`src/rtl/delay_line_pkg.sv`:
```
// Shared helpers for the delay_line block: tap-width sizing and tap clamping.
package delay_line_pkg;

    // Width of a tap/count field able to hold 0..depth.
    function automatic int tap_width(input int depth);
        return (depth < 1) ? 1 : $clog2(depth + 1);
    endfunction

    // Effective tap: out-of-range selections (0 or above depth) fall back to the full depth.
    function automatic int tap_clamp(input int tap, input int depth);
        return (tap >= 1 && tap <= depth) ? tap : depth;
    endfunction

endpackage

```
`src/rtl/delay_line_if.sv`:
```
// Data/control bundle for delay_line. The master side drives the stream and tap;
// the slave side (the delay line itself) returns the delayed data and occupancy.
interface delay_line_if
    import delay_line_pkg::*;
#(
    parameter int WIDTH = 8,
    parameter int DEPTH = 4
);
    localparam int TAPW = tap_width(DEPTH);

    logic             en;
    logic             clr;
    logic [WIDTH-1:0] D;
    logic             d_valid;
    logic [TAPW-1:0]  tap;
    logic [WIDTH-1:0] Q;
    logic             q_valid;
    logic [TAPW-1:0]  count;
    logic             full;

    modport master (
        output en, clr, D, d_valid, tap,
        input  Q, q_valid, count, full
    );

    modport slave (
        input  en, clr, D, d_valid, tap,
        output Q, q_valid, count, full
    );
endinterface

```
`src/rtl/delay_line_d_reg.sv`:
```
// One delay stage: enable-gated register with synchronous clear and async active-low reset.
module d_reg #(
    parameter int WIDTH = 9
) (
    input  logic             CLK,
    input  logic             n_res,
    input  logic             en,
    input  logic             clr,
    input  logic [WIDTH-1:0] D,
    output logic [WIDTH-1:0] Q
);

    // Clear beats enable; otherwise capture on enable, else hold.
    always_ff @(posedge CLK or negedge n_res) begin
        if (!n_res) begin
            Q <= '0;
        end else if (clr) begin
            Q <= '0;
        end else if (en) begin
            Q <= D;
        end
    end

endmodule

```
`src/rtl/delay_line.sv`:
```
// Programmable delay line: DEPTH chained stages carrying data plus a valid bit,
// with a live-selectable output tap, occupancy count and full flag.
module delay_line
    import delay_line_pkg::*;
#(
    parameter int WIDTH = 8,
    parameter int DEPTH = 4
) (
    input  logic         CLK,
    input  logic         n_res,
    delay_line_if.slave  bus
);

    localparam int TAPW = tap_width(DEPTH);

    // Each stage holds {valid, data}; valid sits in the top bit.
    logic [WIDTH:0]   st [DEPTH];
    logic [TAPW-1:0]  cnt;

    for (genvar i = 0; i < DEPTH; i++) begin : g_stage
        logic [WIDTH:0] din;

        if (i == 0) begin : g_head
            assign din = {bus.d_valid, bus.D};
        end else begin : g_tail
            assign din = st[i-1];
        end

        d_reg #(.WIDTH(WIDTH + 1)) u_reg (
            .CLK   (CLK),
            .n_res (n_res),
            .en    (bus.en),
            .clr   (bus.clr),
            .D     (din),
            .Q     (st[i])
        );
    end

    // Output tap select; data is masked to zero whenever the selected stage is a bubble.
    always_comb begin
        int sel;
        bus.Q       = '0;
        bus.q_valid = 1'b0;
        sel         = tap_clamp(int'(bus.tap), DEPTH) - 1;
        for (int i = 0; i < DEPTH; i++) begin
            if (i == sel) begin
                bus.q_valid = st[i][WIDTH];
                bus.Q       = st[i][WIDTH] ? st[i][WIDTH-1:0] : '0;
            end
        end
    end

    // Occupancy: number of stages currently holding a valid sample.
    always_comb begin
        cnt = '0;
        for (int i = 0; i < DEPTH; i++) begin
            cnt = cnt + TAPW'(st[i][WIDTH]);
        end
    end

    assign bus.count = cnt;
    assign bus.full  = (cnt == TAPW'(DEPTH));

endmodule

```
`src/flat_wrapper.sv`:
```
// flat-port wrapper written by rule: the top's interface ports become plain ports
module delay_line_flat import delay_line_pkg::*;
#(
    parameter int WIDTH = 8,
    parameter int DEPTH = 4
)
  (CLK, n_res, bus_en, bus_clr, bus_D, bus_d_valid, bus_tap, bus_Q, bus_q_valid, bus_count, bus_full);
  delay_line_if #(.WIDTH(WIDTH), .DEPTH(DEPTH)) bus_i ();
  input  logic CLK;
  input  logic n_res;
  input wire logic [$bits(bus_i.en)-1:0] bus_en;
  input wire logic [$bits(bus_i.clr)-1:0] bus_clr;
  input wire logic [$bits(bus_i.D)-1:0] bus_D;
  input wire logic [$bits(bus_i.d_valid)-1:0] bus_d_valid;
  input wire logic [$bits(bus_i.tap)-1:0] bus_tap;
  output wire logic [$bits(bus_i.Q)-1:0] bus_Q;
  output wire logic [$bits(bus_i.q_valid)-1:0] bus_q_valid;
  output wire logic [$bits(bus_i.count)-1:0] bus_count;
  output wire logic [$bits(bus_i.full)-1:0] bus_full;
  assign bus_i.en = bus_en;
  assign bus_i.clr = bus_clr;
  assign bus_i.D = bus_D;
  assign bus_i.d_valid = bus_d_valid;
  assign bus_i.tap = bus_tap;
  assign bus_Q = bus_i.Q;
  assign bus_q_valid = bus_i.q_valid;
  assign bus_count = bus_i.count;
  assign bus_full = bus_i.full;
  delay_line #(.WIDTH(WIDTH), .DEPTH(DEPTH)) u_core (.CLK(CLK), .n_res(n_res), .bus(bus_i));
endmodule
```
`config.mk`:
```
export PLATFORM = sky130hd
export DESIGN_NAME = delay_line_flat
export DESIGN_NICKNAME = d
export VERILOG_FILES = /design/src/rtl/delay_line_pkg.sv /design/src/rtl/delay_line_if.sv /design/src/rtl/delay_line_d_reg.sv /design/src/rtl/delay_line.sv /design/src/flat_wrapper.sv
export SDC_FILE = /design/constraint.sdc
export NUM_CORES = 1
export LEC_CHECK = 0
export BUFFER_PORTS_ARGS = -buffer_cell sky130_fd_sc_hd__buf_2
export CAP_MARGIN = 10
export CORE_MARGIN = 2
export CORE_UTILIZATION = 56
export DETAILED_ROUTE_END_ITERATION = 10
export PLACE_DENSITY = 0.76
export SLEW_MARGIN = 20
export SYNTH_ARGS = -nofsm -noshare
export SYNTH_HDL_FRONTEND = slang
export SYNTH_SLANG_ARGS = --single-unit
```
`constraint.sdc`:
```
create_clock -name CLK -period 2.4 [get_ports CLK]
set_input_delay 0.48 -clock CLK [delete_from_list [all_inputs] [get_ports CLK]]
set_output_delay 0.48 -clock CLK [all_outputs]
set_load 0.1 [all_outputs]
```
# Word level (Yosys, flattened, before mapping)
# Cells that the tools add are included.
# totals
ram_bits,0
wordCells,38
rom_bits,0
output_inout_bits,13
regBits,36
inputBits,16
n_memories,0
latch_bits,0
# op_classes
multipliers,0
n_div,0
bitwise,0
add_sub_neg,4
magnitude_cmp,2
eq_ne,4
n_reduce_logical,3
mux,21
shifts,0
# ops
operator,count
$mux W9,8
$eq A3 B32 Y1 const A,2
$mux W8,8
$eq A2 B32 Y1 const A,1
$logic_not A32 Y1,1
$sub A32 B2 Y32 const B,1
$add A3 B1 Y3,2
$mux W1,4
$eq A3 B3 Y1 const B,1
$ge A3 B1 Y1 const B,1
$le A3 B3 Y1 const B,1
$mux W3,1
$add A1 B1 Y2,1
$reduce_bool A2 Y1,1
$logic_and A1 B1 Y1,1

# Depth between registers and ports, before layout
# logic_depth
word_depth,9
mapped_depth,9

# Hierarchy
# Synthesis repeated with hierarchy kept, for this count alone.
# unflattened
hier_cells,154
area_unflattened_um2,1765.4
# by_module_without_submodules
module,area_each_um2,n_inst,cells_each
d_reg,364.1,4,29
delay_line,309.0,1,38

# Least setup slack after synthesis
# No wires, ideal clock.
# synth_path
path_type,register to output
start,reg u_core.g_stage[1].u_reg.Q[8]
end,out bus_full
stages_incl_launch_ff,5
slack_ns,-2.121
t_arrival_ns,4.041
path_buffers,0
path_cell_list,dfrtp_1 -> ha_1 -> fa_1 -> ha_1 -> nor3b_1
# synth_between
elab_chain_len,4
# synth_lines
element,line_no,rtl
"start, declared",delay_line_d_reg.sv:10,output logic [WIDTH-1:0] Q
"start signal, assigned",delay_line_d_reg.sv:16,Q <= '0;
"start signal, assigned",delay_line_d_reg.sv:18,Q <= '0;
"start signal, assigned",delay_line_d_reg.sv:20,Q <= D;
$add A1 B1 Y2,delay_line.sv:57,cnt = cnt + TAPW'(st[i][WIDTH]);
$add A3 B1 Y3 (2 in a row),delay_line.sv:57,
via bus_count[1],flat_wrapper.sv:18,output wire logic [$bits(bus_i.count)-1:0] bus_count;
$eq A3 B3 Y1,delay_line.sv:62,assign bus.full = (cnt == TAPW'(DEPTH));
"end, declared",flat_wrapper.sv:19,output wire logic [$bits(bus_i.full)-1:0] bus_full;
# The timed path passes the listed nets, and every way through them passes these cells.

# Final worst setup path
# layout_path
start,reg u_core.g_stage[1].u_reg.Q[8]
end,out bus_full
# layout_between
elab_chain_len,4
# layout_lines
element,line_no
$add A1 B1 Y2,delay_line.sv:57
$add A3 B1 Y3 (2 in a row),delay_line.sv:57
$eq A3 B3 Y1,delay_line.sv:62
# Every way passes these cells.

==> reports/metrics.csv <==
metric;value;unit
max_cap viols;0;
final non-filler cell total;249;
leading area contributor after synthesis;dfrtp_1;
clk_skew;5.884;ps
later-pin clock latency in the skew report;350;ps
Avg WL per Cell;17.98;microns
status;finished with violations;
Initial Util;0.5968;
layout cells sized above 1;0.3561;
max reg flops;36;
CTS buffer count;5;
first-pass GRT wire length;7176;microns
Synth Net Count;189;
maximum vdd drop;287.4;uV
crit path launch type;flip-flop;
CTS tree;done;
register bit total from synthesis;36;
final setup fails;11;
Post-Synth XOR/XNOR Area;0;
DP Cell Count;236;
fmax;402.8;MHz
DIE AREA;3783;sq um
Seq/Total Area, Yosys;0.4865;
DR pass1 iterations;4;
Worst setup EP type;output port;
worst hold path type;in -> async;
synth top area cells;dfrtp_1, mux2i_1, nor2_1;
Biggest register;u_core.g_stage.u_reg.Q;
ys async rst share;1.000;
Buffers on Ports;28;
synthesized area per cell;10.96;sq um
adder-cell share of the synthesized area;0.03108;
Worst-Margin Slew;786.8;ps
H-tree level count;2;
power per cell area;472.0;nW/um^2
std cell rows;20;
Most used DFF post-synth;dfrtp_1;
GP Congestion;0.8176;
largest net degree at the start of global routing;37;
drt total wl;4478;microns
Final period util;1.034;
Post-Syn Area;1852;sq um
critical path fanouts, max;2;
Synth Instances;169;
Area growth, synth to finish;34.05;%
Vias/cell;6.028;
Data arrival, critical path;2000;ps
1st-iter DRT viols;99;
kind of critical path;reg -> out;
Netlist cell types;21;
mux share of post-synthesis cell area;0.2000;
Die X;61.51;microns
Boundary Pins;29;
Final Hold Fails;0;
failing checks;negative setup slack;
Worst slew margin;0.4755;
Post-synth EDFFs;0;
Critical path origin;u_core.g_stage[1].u_reg.Q[8];
Die H;61.51;microns
via count;1501;
RR Startpoint;u_core.g_stage[2].u_reg.Q[8];
total grt overflow;0;
Core Region;3103;sq um
WL met2;2342;microns
largest family of logic cells by synthesized area;multiplexers;
critical path required time;1920;ps
synthesis warning total;0;
largest registers;u_core.g_stage.u_reg.Q: 36 flops;
top routing layer used;met4;
list of most frequent post-synthesis cells;mux2i_1, nor2_1, dfrtp_1;
Worst Setup Slack, final;-82.43;ps
Pleak;1.169;nW
initial antenna violation count;0;
Post-CTS Hold Buffers;0;
Simple-Gate Fraction of Synth Area;0.1764;
DRC violations left;0;
top cell type's share of synthesized area;0.4865;
clk sink count;36;
Detail Route Antenna Nets;0;
RSZ-0062 raised after global routing;yes;
met3 routed WL;254;microns
Period minus WS final;2482;ps
GRT Overall Usage;0.2666;
clock slew at reported path FFs;110;ps
Final HPWL DP;2757;microns
Clock Path Buffers;2;
Slew Limit Fails;0;
vias in the first global route;1502;
nets;224;
clk root buf;clkbuf_4;
DRT met1 WL;1800;microns
compound-gate portion of the synthesized area;0.06486;
ANT cells;0;
Placement Setup Slack;-296.0;ps
[worst paths after layout]
check | slack (ps) | endpoint | cells past startpoint
worst max-delay path | -80 | bus_full | 5
worst min-delay path | 200 | u_core.g_stage[3].u_reg.Q[6] | 1
worst max register to register | 1430 | u_core.g_stage[3].u_reg.Q[8] | 3
worst min register to register | 540 | u_core.g_stage[3].u_reg.Q[1] | 2
max in group asynchronous | 1710 | u_core.g_stage[3].u_reg.Q[8] | 1
min in group CLK | 360 | u_core.g_stage[0].u_reg.Q[0] | 3
[power by group]
part	switching (mW)	internal (mW)	leakage, nW	total, mW
logic	0.106	0.0810	0.638	0.187
registers	0.0156	0.623	0.494	0.639
clock network	0.206	0.139	0.0380	0.345
[metrics by stage]
| stage | utilization | hold WS, ps | setup TNS (ps) | power (mW) | cell area (sq um) |
|---|---|---|---|---|---|
| final | 0.8000 | 202.0 | -236.5 | 1.172 | 2482 |
| after global routing | 0.8000 | 241.8 | -592.0 | 1.219 | 2482 |
| after CTS | 0.7875 | 220.7 | -178.6 | 1.167 | 2444 |
| after detailed placement | 0.7399 | 519.4 | -2503 | 0.8145 | 2296 |
| after global placement | 0.7399 | 502.5 | -1735 | 0.8061 | 2296 |
| after floorplan | - | 184.4 | -955.3 | 0.7515 | 1914 |
[critical path, cell delays in order (launching register included)]
cell     delay (ps)
dfrtp_1         420
ha_4            250
fa_2            350
ha_4            240
nor3b_4         200
buf_12          200
[final cells by class]
class                           count  area [sq um]
Clock buffer                        6         51.30
Clock inverter                      2         10.01
Fill cell                         204         620.6
Inverter                            1         3.754
Multi-Input combinational cell    119          1005
Sequential cell                    36         900.9
Tap cell                           44         55.05
Timing Repair Buffer               41         456.7
[cells in the final DEF, fill, tap and decap left out, types with 5 or more instances in the layout]
cell type,netlist,routed
buf_6,2,5
mux2i_1,37,37
nand3_1,8,8
nor2_1,37,37
nand3b_1,9,9
a221o_2,0,6
dfrtp_1,36,36
buf_12,0,13
clkbuf_4,0,5
buf_2,4,13
a21oi_1,8,5
buf_4,0,10
[cells by family (layout without fill, tap and decap cells)]
family	count (synthesis)	in the layout
AO/OA/AOI/OAI	16	16
flip-flops	36	36
multiplexers	37	37
AND/OR/NAND/NOR	61	62
adder cells (fa/ha/maj)	4	4
buffers and inverters	15	50
[layer usage]
| layer | GRT usage | vias up |
|---|---|---|
| met5 | 0 | - |
| met4 | 0.09726 | 0 |
| met3 | 0.07983 | 10 |
| met2 | 0.4346 | 57 |
| met1 | 0.3370 | 751 |
| li1 | - | 683 |
[what timing repair did]
| action | CTS | global route |
|---|---|---|
| resized for setup | 7 | 7 |
| setup buffers | 4 | 0 |
| endpoints found under the setup margin | 11 | 11 |
| pin swaps | 7 | 2 |
| cloned | 1 | 0 |
Note: power is estimated with default switching activity, not from simulation.
